<file path="config.mk">
export PLATFORM = sky130hd
export DESIGN_NAME = prog_loader
export DESIGN_NICKNAME = d
export VERILOG_FILES = /design/src/rtl/prog_loader.sv
export SDC_FILE = /design/constraint.sdc
export NUM_CORES = 1
export LEC_CHECK = 0
export CELL_PAD_IN_SITES_DETAIL_PLACEMENT = 1
export CELL_PAD_IN_SITES_GLOBAL_PLACEMENT = 1
export CORE_ASPECT_RATIO = 0.8
export CORE_MARGIN = 4
export CORE_UTILIZATION = 50
export CTS_BUF_LIST = sky130_fd_sc_hd__clkbuf_4
export CTS_CLUSTER_DIAMETER = 40
export DETAILED_ROUTE_END_ITERATION = 16
export DONT_BUFFER_PORTS = 1
export PLACE_DENSITY_LB_ADDON = 0.1
export SLEW_MARGIN = 20
export SYNTH_ARGS = -nofsm -noshare
export SYNTH_HDL_FRONTEND = slang
export SYNTH_SLANG_ARGS = --single-unit
</file>
<file path="constraint.sdc">
create_clock -name clk -period 4.9 [get_ports clk]
set_input_delay 1.225 -clock clk [delete_from_list [all_inputs] [get_ports clk]]
set_output_delay 1.225 -clock clk [all_outputs]
set_load 0.01 [all_outputs]
</file>
<file path="src/rtl/prog_loader.sv">
// Program loader: parses a length-prefixed, XOR-checksummed byte stream and
// writes 32-bit words into program memory while holding the core in reset.
module prog_loader #(
   parameter int SIZE_LOG2 = 13
) (
   input  logic                 clk,
   input  logic                 rst,
   input  logic                 start,
   input  logic                 in_valid,
   input  logic [7:0]           in_data,
   output logic                 in_ready,
   output logic                 WE,
   output logic [SIZE_LOG2-1:0] WA,
   output logic [31:0]          WD,
   output logic                 cpu_rst,
   output logic                 busy,
   output logic                 done,
   output logic                 err,
   output logic [2:0]           state_dbg
);

   // Byte stream: a byte moves on any cycle where in_valid and in_ready are both
   // high; in_ready is a pure decode of state, so it never depends on in_valid.
   typedef enum logic [2:0] {
      S_IDLE = 3'd0,
      S_HDR  = 3'd1,
      S_DATA = 3'd2,
      S_CSUM = 3'd3,
      S_DONE = 3'd4,
      S_ERR  = 3'd5
   } state_t;

   localparam logic [32:0]        MAX_WORDS = 33'd1 << SIZE_LOG2;
   localparam logic [SIZE_LOG2:0] ONE       = {{SIZE_LOG2{1'b0}}, 1'b1};

   state_t               state, state_nx;
   logic [1:0]           byte_cnt;
   logic [SIZE_LOG2:0]   word_cnt;
   logic [SIZE_LOG2:0]   word_total;
   logic [SIZE_LOG2:0]   word_next;
   logic [31:0]          shreg;
   logic [31:0]          full_word;
   logic [7:0]           acc;
   logic                 xfer;
   logic                 last_byte;
   logic                 restart;

   assign xfer      = in_valid & in_ready;
   assign last_byte = (byte_cnt == 2'd3);
   // Little-endian assembly: each new byte enters at the top and shifts down,
   // so the first byte of a group ends up in bits 7:0.
   assign full_word = {in_data, shreg[31:8]};
   assign word_next = word_cnt + ONE;
   assign state_dbg = state;

   always_ff @(posedge clk or posedge rst) begin
      if (rst) state <= S_IDLE;
      else     state <= state_nx;
   end

   always_comb begin
      state_nx = state;
      in_ready = 1'b0;
      busy     = 1'b0;
      done     = 1'b0;
      err      = 1'b0;
      cpu_rst  = 1'b0;
      restart  = 1'b0;
      case (state)
         S_IDLE: begin
            if (start) begin
               state_nx = S_HDR;
               restart  = 1'b1;
            end
         end
         S_HDR: begin
            in_ready = 1'b1;
            busy     = 1'b1;
            cpu_rst  = 1'b1;
            if (xfer && last_byte) begin
               if ({1'b0, full_word} > MAX_WORDS) state_nx = S_ERR;
               else if (full_word == 32'd0)       state_nx = S_CSUM;
               else                               state_nx = S_DATA;
            end
         end
         S_DATA: begin
            in_ready = 1'b1;
            busy     = 1'b1;
            cpu_rst  = 1'b1;
            if (xfer && last_byte && (word_next == word_total)) state_nx = S_CSUM;
         end
         S_CSUM: begin
            in_ready = 1'b1;
            busy     = 1'b1;
            cpu_rst  = 1'b1;
            if (xfer) state_nx = (in_data == acc) ? S_DONE : S_ERR;
         end
         S_DONE: begin
            done = 1'b1;
            if (start) begin
               state_nx = S_HDR;
               restart  = 1'b1;
            end
         end
         S_ERR: begin
            err     = 1'b1;
            cpu_rst = 1'b1;
            if (start) begin
               state_nx = S_HDR;
               restart  = 1'b1;
            end
         end
         default: state_nx = S_IDLE;
      endcase
   end

   // WE/WA/WD are registered from the byte that completes a word, so a byte
   // accepted during the WE pulse only touches shreg and cannot disturb WD.
   always_ff @(posedge clk or posedge rst) begin
      if (rst) begin
         byte_cnt   <= 2'd0;
         word_cnt   <= '0;
         word_total <= '0;
         shreg      <= 32'd0;
         acc        <= 8'd0;
         WE         <= 1'b0;
         WA         <= '0;
         WD         <= 32'd0;
      end else begin
         WE <= 1'b0;
         if (restart) begin
            byte_cnt   <= 2'd0;
            word_cnt   <= '0;
            word_total <= '0;
            shreg      <= 32'd0;
            acc        <= 8'd0;
         end else if (xfer) begin
            byte_cnt <= byte_cnt + 2'd1;
            shreg    <= full_word;
            case (state)
               S_HDR: begin
                  if (last_byte) word_total <= full_word[SIZE_LOG2:0];
               end
               S_DATA: begin
                  acc <= acc ^ in_data;
                  if (last_byte) begin
                     WE       <= 1'b1;
                     WA       <= word_cnt[SIZE_LOG2-1:0];
                     WD       <= full_word;
                     word_cnt <= word_next;
                  end
               end
               default: ;
            endcase
         end
      end
   end

endmodule
</file>
==> impl_metrics.toml, run 1 <==
[floorplan]
ios = 66
initial_core_util = 0.5253
std_cell_rows = 32
core_area_sq_um = 9889
die_h_microns = 99.17
die_area_sq_um = 12090
die_x_microns = 122.0

[clocking]
clk_latency_ns = 0.46
clock-sinks = 111
cts-resized-gates = 0
cts_buffers = 9
cts_buffer_depth = 2
hold_buffers = 0
postCtsSetupBuffers = 0
clkSlewWorstSetupHoldPaths_ns = 0.17
cts_tree = "done"
cts_root_buf = "clkbuf_4"
htree_levels = 3

[synth]
synthCells = 561
synth_edf_count = 0
synthFlopType = "dfrtp_1"
synth_common_cells = "nand2_1, dfrtp_1, nor2_1"
synthArstFlopShare = 1.000
ys_warn_count = 0
synth_nets = 575
yosysTopAreaCell = "dfrtp_1"
yosysSeqAreaShare = 0.5347
synth_top_area_share = 0.5347
yosysMostFrequentCell = "nand2_1"
synth.avg_cell_area_sq_um = 9.260
ys_ff_latch = 111
synthDistinctLibCells = 50
netlist_area_sq_um = 5195
synth.area.top_cells = "dfrtp_1, nand2_1, a22o_1, xnor2_1, mux2i_1"

[setup_path]
r2r_end = "word_cnt[13]"
path_delay_family = "simple AND/OR/NAND/NOR gates"
startpoint = "in_valid"
start_kind = "primary input"
arrival_ns = 3.51
r2r_cells = 7
worstPathCellList = "nor2b_1 > and3_1 > nand2_2 > inv_2 > buf_4 > and2_1 > o21ai_1 > o31ai_1"
worstPathRequired_ns = 5.28
endpoint_kind = "register"
timing.reg2reg.setup_slack_ns = 1.95
worstReg2RegStart = "state_dbg[0]"
critPathSlowestCell = "nand2_2"
critical_path_class = "primary input to register"
crit_path_end = "word_cnt[11]"
max_stage_delay_ns = 0.51
path_depth = 8
crit_buf_inv = 2
cp_max_fo = 54

[timing]
worstMarginPinSlew_ns = 1.031
fin_tns_setup_ns = 0
fin_crit_ns = 3.130
max_freq_mhz = 319.5
finalSetupViolCount = 0
rsz0062_at_grt = "false"
layout_worst_path_cycle_share = 0.6387
fin_worst_skew_ns = 0.01668
layout_setup_ws_ns = 1.770
finalHoldViolations = 0
slew_violations = 0
max_slew_margin = 0.3128

[power]
power_mw = 2.030
p_switching_mw = 0.7209
ir_drop_mv = 0.2109
intPower_mw = 1.309
power_frac_comb = 0.204
power_frac_clock = 0.222
power.leakage_nw = 2.677
swShare = 0.3551
pwr-share-seq = 0.574
power_density_nw_per_um2 = 377.0

[layout]
layout.nets = 557
areaGrowthSynthToFinish_pct = 3.661
drive_gt1_frac = 0.05484
n_antenna_cell = 0

[routing]
dr_total_vias = 4035
drt_wl_total_mm = 13.85
avgViaCountPerCell = 5.908
dr.pass1.iters = 5
ant_nets = 0
drc = 0
post_drt_wl_per_cell_microns = 20.28
drt_iter0_markers = 334

[placed_design]
hpwl_mm = 9.650
pre_cts_slack_ns = 1.275
gp_congestion = 0.8674
io_buffers = 0

[global_route]
grt_remaining_overflow = 0
antenna_found_initial = 0
grt_max_degree = 73
grt_pass1_wl_mm = 23.30
grt_pass1_vias = 4261
grt_usage = 0.2422

[hold_path]
hold_path.startpoint = "byte_cnt[0]"
hold_path.class = "register to register"

[flow_run]
drv_cap = 0

[outcome]
status = "finished clean"
## flip-flops by register name, summed over array words and instances (netlist names)
register and cells:
acc 8, WE 1, state_dbg 3, WA 13
WD 32, word_cnt 14, byte_cnt 2, shreg 24
word_total 14
## worst reg2reg max path, delay by kind of cell (launching register included)
| family | cells | cell delay (ns) |
|---|---|---|
| AOI/OAI and AO/OA | 2 | 0.39 |
| DFF | 1 | 0.59 |
| and+or+nand+nor | 3 | 1.66 |
| buffers and inverters | 2 | 0.27 |
## logic make-up after synthesis
group / after synthesis / synth area share
buf+inv: 43 / 0.03541
flops: 111 / 0.5347
xor+xnor: 25 / 0.04215
mux: 15 / 0.02890
compound gates: 95 / 0.1224
fa+ha+maj: 2 / 0.004816
simple gates: 270 / 0.2317
## per-layer routing
layer,share of wire,GRT usage
met4,0.015,0.05426
met3,0.055,0.05969
met1,0.48,0.3588
met5,0,0
met2,0.45,0.3629
## layout make-up
type / count / area (sq um)
Timing Repair Buffer: 5 / 37.54
Clock inverter: 6 / 60.06
Fill cell: 1163 / 4504
Inverter: 9 / 36.28
Multi-Input combinational cell: 407 / 2236
Clock buffer: 9 / 67.56
Sequential cell: 111 / 2778
Tap cell: 136 / 170.2
## power groups by stage
stage          Sequential (mW)  Clock [mW]  Combinational, mW
2_1_floorplan             1.11           0              0.340
3_3_place_gp              1.17           0              0.393
3_5_place_dp              1.18           0              0.414
4_1_cts                   1.16       0.468              0.416
5_1_grt                   1.18       0.505              0.462
6_report                  1.16       0.450              0.415
## how the worst min path moves through the flow
stage | to | slack (ns) | cells after the start
finish | byte_cnt[0] | 0.50 | 1
detailed placement | byte_cnt[0] | 0.49 | 1
CTS | byte_cnt[0] | 0.51 | 1
global placement | byte_cnt[0] | 0.48 | 1
floorplan | byte_cnt[0] | 0.45 | 1
global route | byte_cnt[0] | 0.52 | 1
## through the flow
stage,cells,utilization,hold slack [ns],area [sq um]
after floorplan,561,-,0.4545,5195
after global placement,668,0.5314,0.4758,5255
after detailed placement,668,0.5316,0.4886,5258
after CTS,683,0.5445,0.5094,5385
after global routing,683,0.5445,0.5229,5385
final,683,0.5445,0.5006,5385
## layout by cell type (no fill, tap or decap), types with 7 or more instances in the layout
| cell | count |
|---|---|
| a21oi_1 | 11 |
| a22o_1 | 21 |
| clkbuf_4 | 9 |
| dfrtp_1 | 111 |
| mux2i_1 | 15 |
| nand2_1 | 172 |
| nand3_1 | 8 |
| nand4_1 | 9 |
| nor2_1 | 39 |
| nor4_1 | 10 |
| o21ai_0 | 25 |
| o21ai_1 | 13 |
| o31ai_1 | 8 |
| xnor2_1 | 18 |
| xor2_1 | 7 |
Note: power is estimated with default switching activity, not from simulation.
==> run 2: changes to the inputs <==
--- a/config.mk
+++ b/config.mk
@@ -5,11 +5,12 @@
 export SDC_FILE = /design/constraint.sdc
 export NUM_CORES = 1
 export LEC_CHECK = 0
+export ABC_AREA = 1
 export CELL_PAD_IN_SITES_DETAIL_PLACEMENT = 1
 export CELL_PAD_IN_SITES_GLOBAL_PLACEMENT = 1
 export CORE_ASPECT_RATIO = 0.8
 export CORE_MARGIN = 4
-export CORE_UTILIZATION = 50
+export CORE_UTILIZATION = 45
 export CTS_BUF_LIST = sky130_fd_sc_hd__clkbuf_4
 export CTS_CLUSTER_DIAMETER = 40
 export DETAILED_ROUTE_END_ITERATION = 16
==> constraint.sdc (replaced) <==
create_clock -name clk -period 2.55 [get_ports clk]
set_input_delay 0.6375 -clock clk [delete_from_list [all_inputs] [get_ports clk]]
set_output_delay 0.6375 -clock clk [all_outputs]
set_load 0.01 [all_outputs]
==> impl_metrics.toml, run 2 <==
[timing]
max_freq_mhz = 443.5
max_slew_margin = 0.4787
whs_ns = 0.1106
finalSetupViolCount = 0
fin_worst_skew_ns = 0.02562
worstMarginPinSlew_ns = 0.7803
fin_tns_setup_ns = 0
finalHoldViolations = 0
layout_worst_path_cycle_share = 0.8841
rsz0062_at_grt = "false"
slew_violations = 0
fin_crit_ns = 2.255

[placed_design]
io_buffers = 0
placed_cells = 713
gp_congestion = 0.8704
hpwl_mm = 10.09

[layout]
areaGrowthSynthToFinish_pct = 6.129
layout.nets = 594
num-fill-cells = 1323
n_antenna_cell = 0
stdcell_count = 729
largest_register_ffs = 32
top_register = "WD"
drive_gt1_frac = 0.09402
layout_commonest_cell = "nand2_1"
layout_common_cells = "nand2_1, dfrtp_1, o21ai_0"
reg.largest.list = "WD (32), shreg (24)"

[setup_path]
start_kind = "register"
arrival_ns = 1.62
endpoint_kind = "output port"
worstPathRequired_ns = 1.91
critical_path_class = "register to output port"
cp_max_fo = 9

[routing]
post_drt_wl_per_cell_microns = 18.72
drc = 0
avgViaCountPerCell = 5.540
drt_iter0_markers = 172
ant_nets = 0
drt_wl_total_mm = 13.65
dr.pass1.iters = 4
dr_total_vias = 4039

[floorplan]
initial_core_util = 0.4630
core_area_sq_um = 10930
ios = 66
die_x_microns = 126.6
die_h_microns = 102.9
die_area_sq_um = 13020
std_cell_rows = 34

[clocking]
cts_buffer_depth = 2
cts_tree = "done"
clock-sinks = 111
hold_buffers = 0
cts-resized-gates = 0
cts_buffers = 9
cts_root_buf = "clkbuf_4"
htree_levels = 3
clk_latency_ns = 0.50
postCtsSetupBuffers = 0
clkSlewWorstSetupHoldPaths_ns = 0.18

[outcome]
status = "finished clean"

[global_route]
grt_pass1_vias = 4065
grt_max_degree = 72
grt_usage = 0.2200
grt_pass1_wl_mm = 22.49
antenna_found_initial = 0
grt_remaining_overflow = 0

[synth]
synthFlopType = "dfrtp_1"
ys_warn_count = 0
synth_top_area_share = 0.5487
synth_common_cells = "nand2_1, dfrtp_1, o21ai_0"
synth_nets = 595
netlist_area_sq_um = 5062
synth_edf_count = 0
synthCells = 581
synthDistinctLibCells = 32
synth.area.top_cells = "dfrtp_1, nand2_1, o21ai_0, nand3_1, inv_1"
yosysMostFrequentCell = "nand2_1"
yosysTopAreaCell = "dfrtp_1"
yosysSeqAreaShare = 0.5487
ys_ff_latch = 111
synth.avg_cell_area_sq_um = 8.713
synthArstFlopShare = 1.000

[flow_run]
drv_cap = 0

[power]
power.leakage_nw = 2.559
power_density_nw_per_um2 = 806.7
ir_drop_mv = 0.5735

[hold_path]
hold_path.class = "primary input to asynchronous set/reset pin"
## run 2: where the power goes
group | switching [mW] | internal (mW) | total (mW)
Clock | 0.632 | 0.227 | 0.859
Combinational | 0.890 | 0.362 | 1.25
Sequential | 0.218 | 2.00 | 2.22
Total | 1.74 | 2.59 | 4.33
## run 2: cell type report
type / count / area [sq um] / share of cell area
clock buffer: 10 / 75.07 / 0.01397
clock inverter: 6 / 48.80 / 0.009082
inverter: 67 / 257.7 / 0.04797
multi-input combinational: 381 / 1921 / 0.3575
sequential: 111 / 2778 / 0.5170
tap: 144 / 180.2 / 0.03354
timing repair buffer: 10 / 112.6 / 0.02096
## run 2: metrics by stage
step	power [mW]	worst slack (ns)	cell area (sq um)	utilization
6_report	4.334	0.2955	5373	0.4914
5_1_grt	4.612	0.2144	5373	0.4914
4_1_cts	4.362	0.2763	5373	0.4914
3_5_place_dp	3.501	0.4783	5249	0.4801
3_3_place_gp	3.447	0.5509	5249	0.4801
2_1_floorplan	3.078	0.5690	5066	-
## run 2: critical path, cell delays in order (launching register included)
cell	delay [ns]
dfrtp_1	0.51
inv_2	0.19
nand2_1	0.11
nand2_1	0.33
## run 2: logic make-up (layout without fill, tap and decap cells)
kind of cell / count (synthesis) / after routing / share of synthesized area
flops: 111 / 111 / 0.5487
fa+ha+maj: 2 / 2 / 0.004942
buf+inv: 89 / 93 / 0.07192
compound gates: 105 / 105 / 0.1176
xor+xnor: 10 / 10 / 0.01730
simple gates: 264 / 264 / 0.2395
## run 2: path summary, 6_finish.rpt
check	start	end	slack (ns)	depth (start not counted)
min	rst	WD[20]	0.11	1
min in group clk	in_valid	byte_cnt[1]	0.31	1
max in group asynchronous	rst	WD[2]	1.75	2
max	state_dbg[2]	in_ready	0.30	3
max reg2reg	word_cnt[0]	state_dbg[0]	0.38	13
min reg2reg	byte_cnt[0]	byte_cnt[0]	0.53	1
## run 2: layer usage
layer / part of all wire / routed length [microns] / up-vias / global-route usage
li1: - / - / 1916 / -
met1: 0.51 / 6942 / 2005 / 0.3411
met2: 0.41 / 5652 / 108 / 0.3077
met3: 0.068 / 923 / 10 / 0.05386
met4: 0.0095 / 129 / 0 / 0.05688
met5: 0 / 0 / - / 0
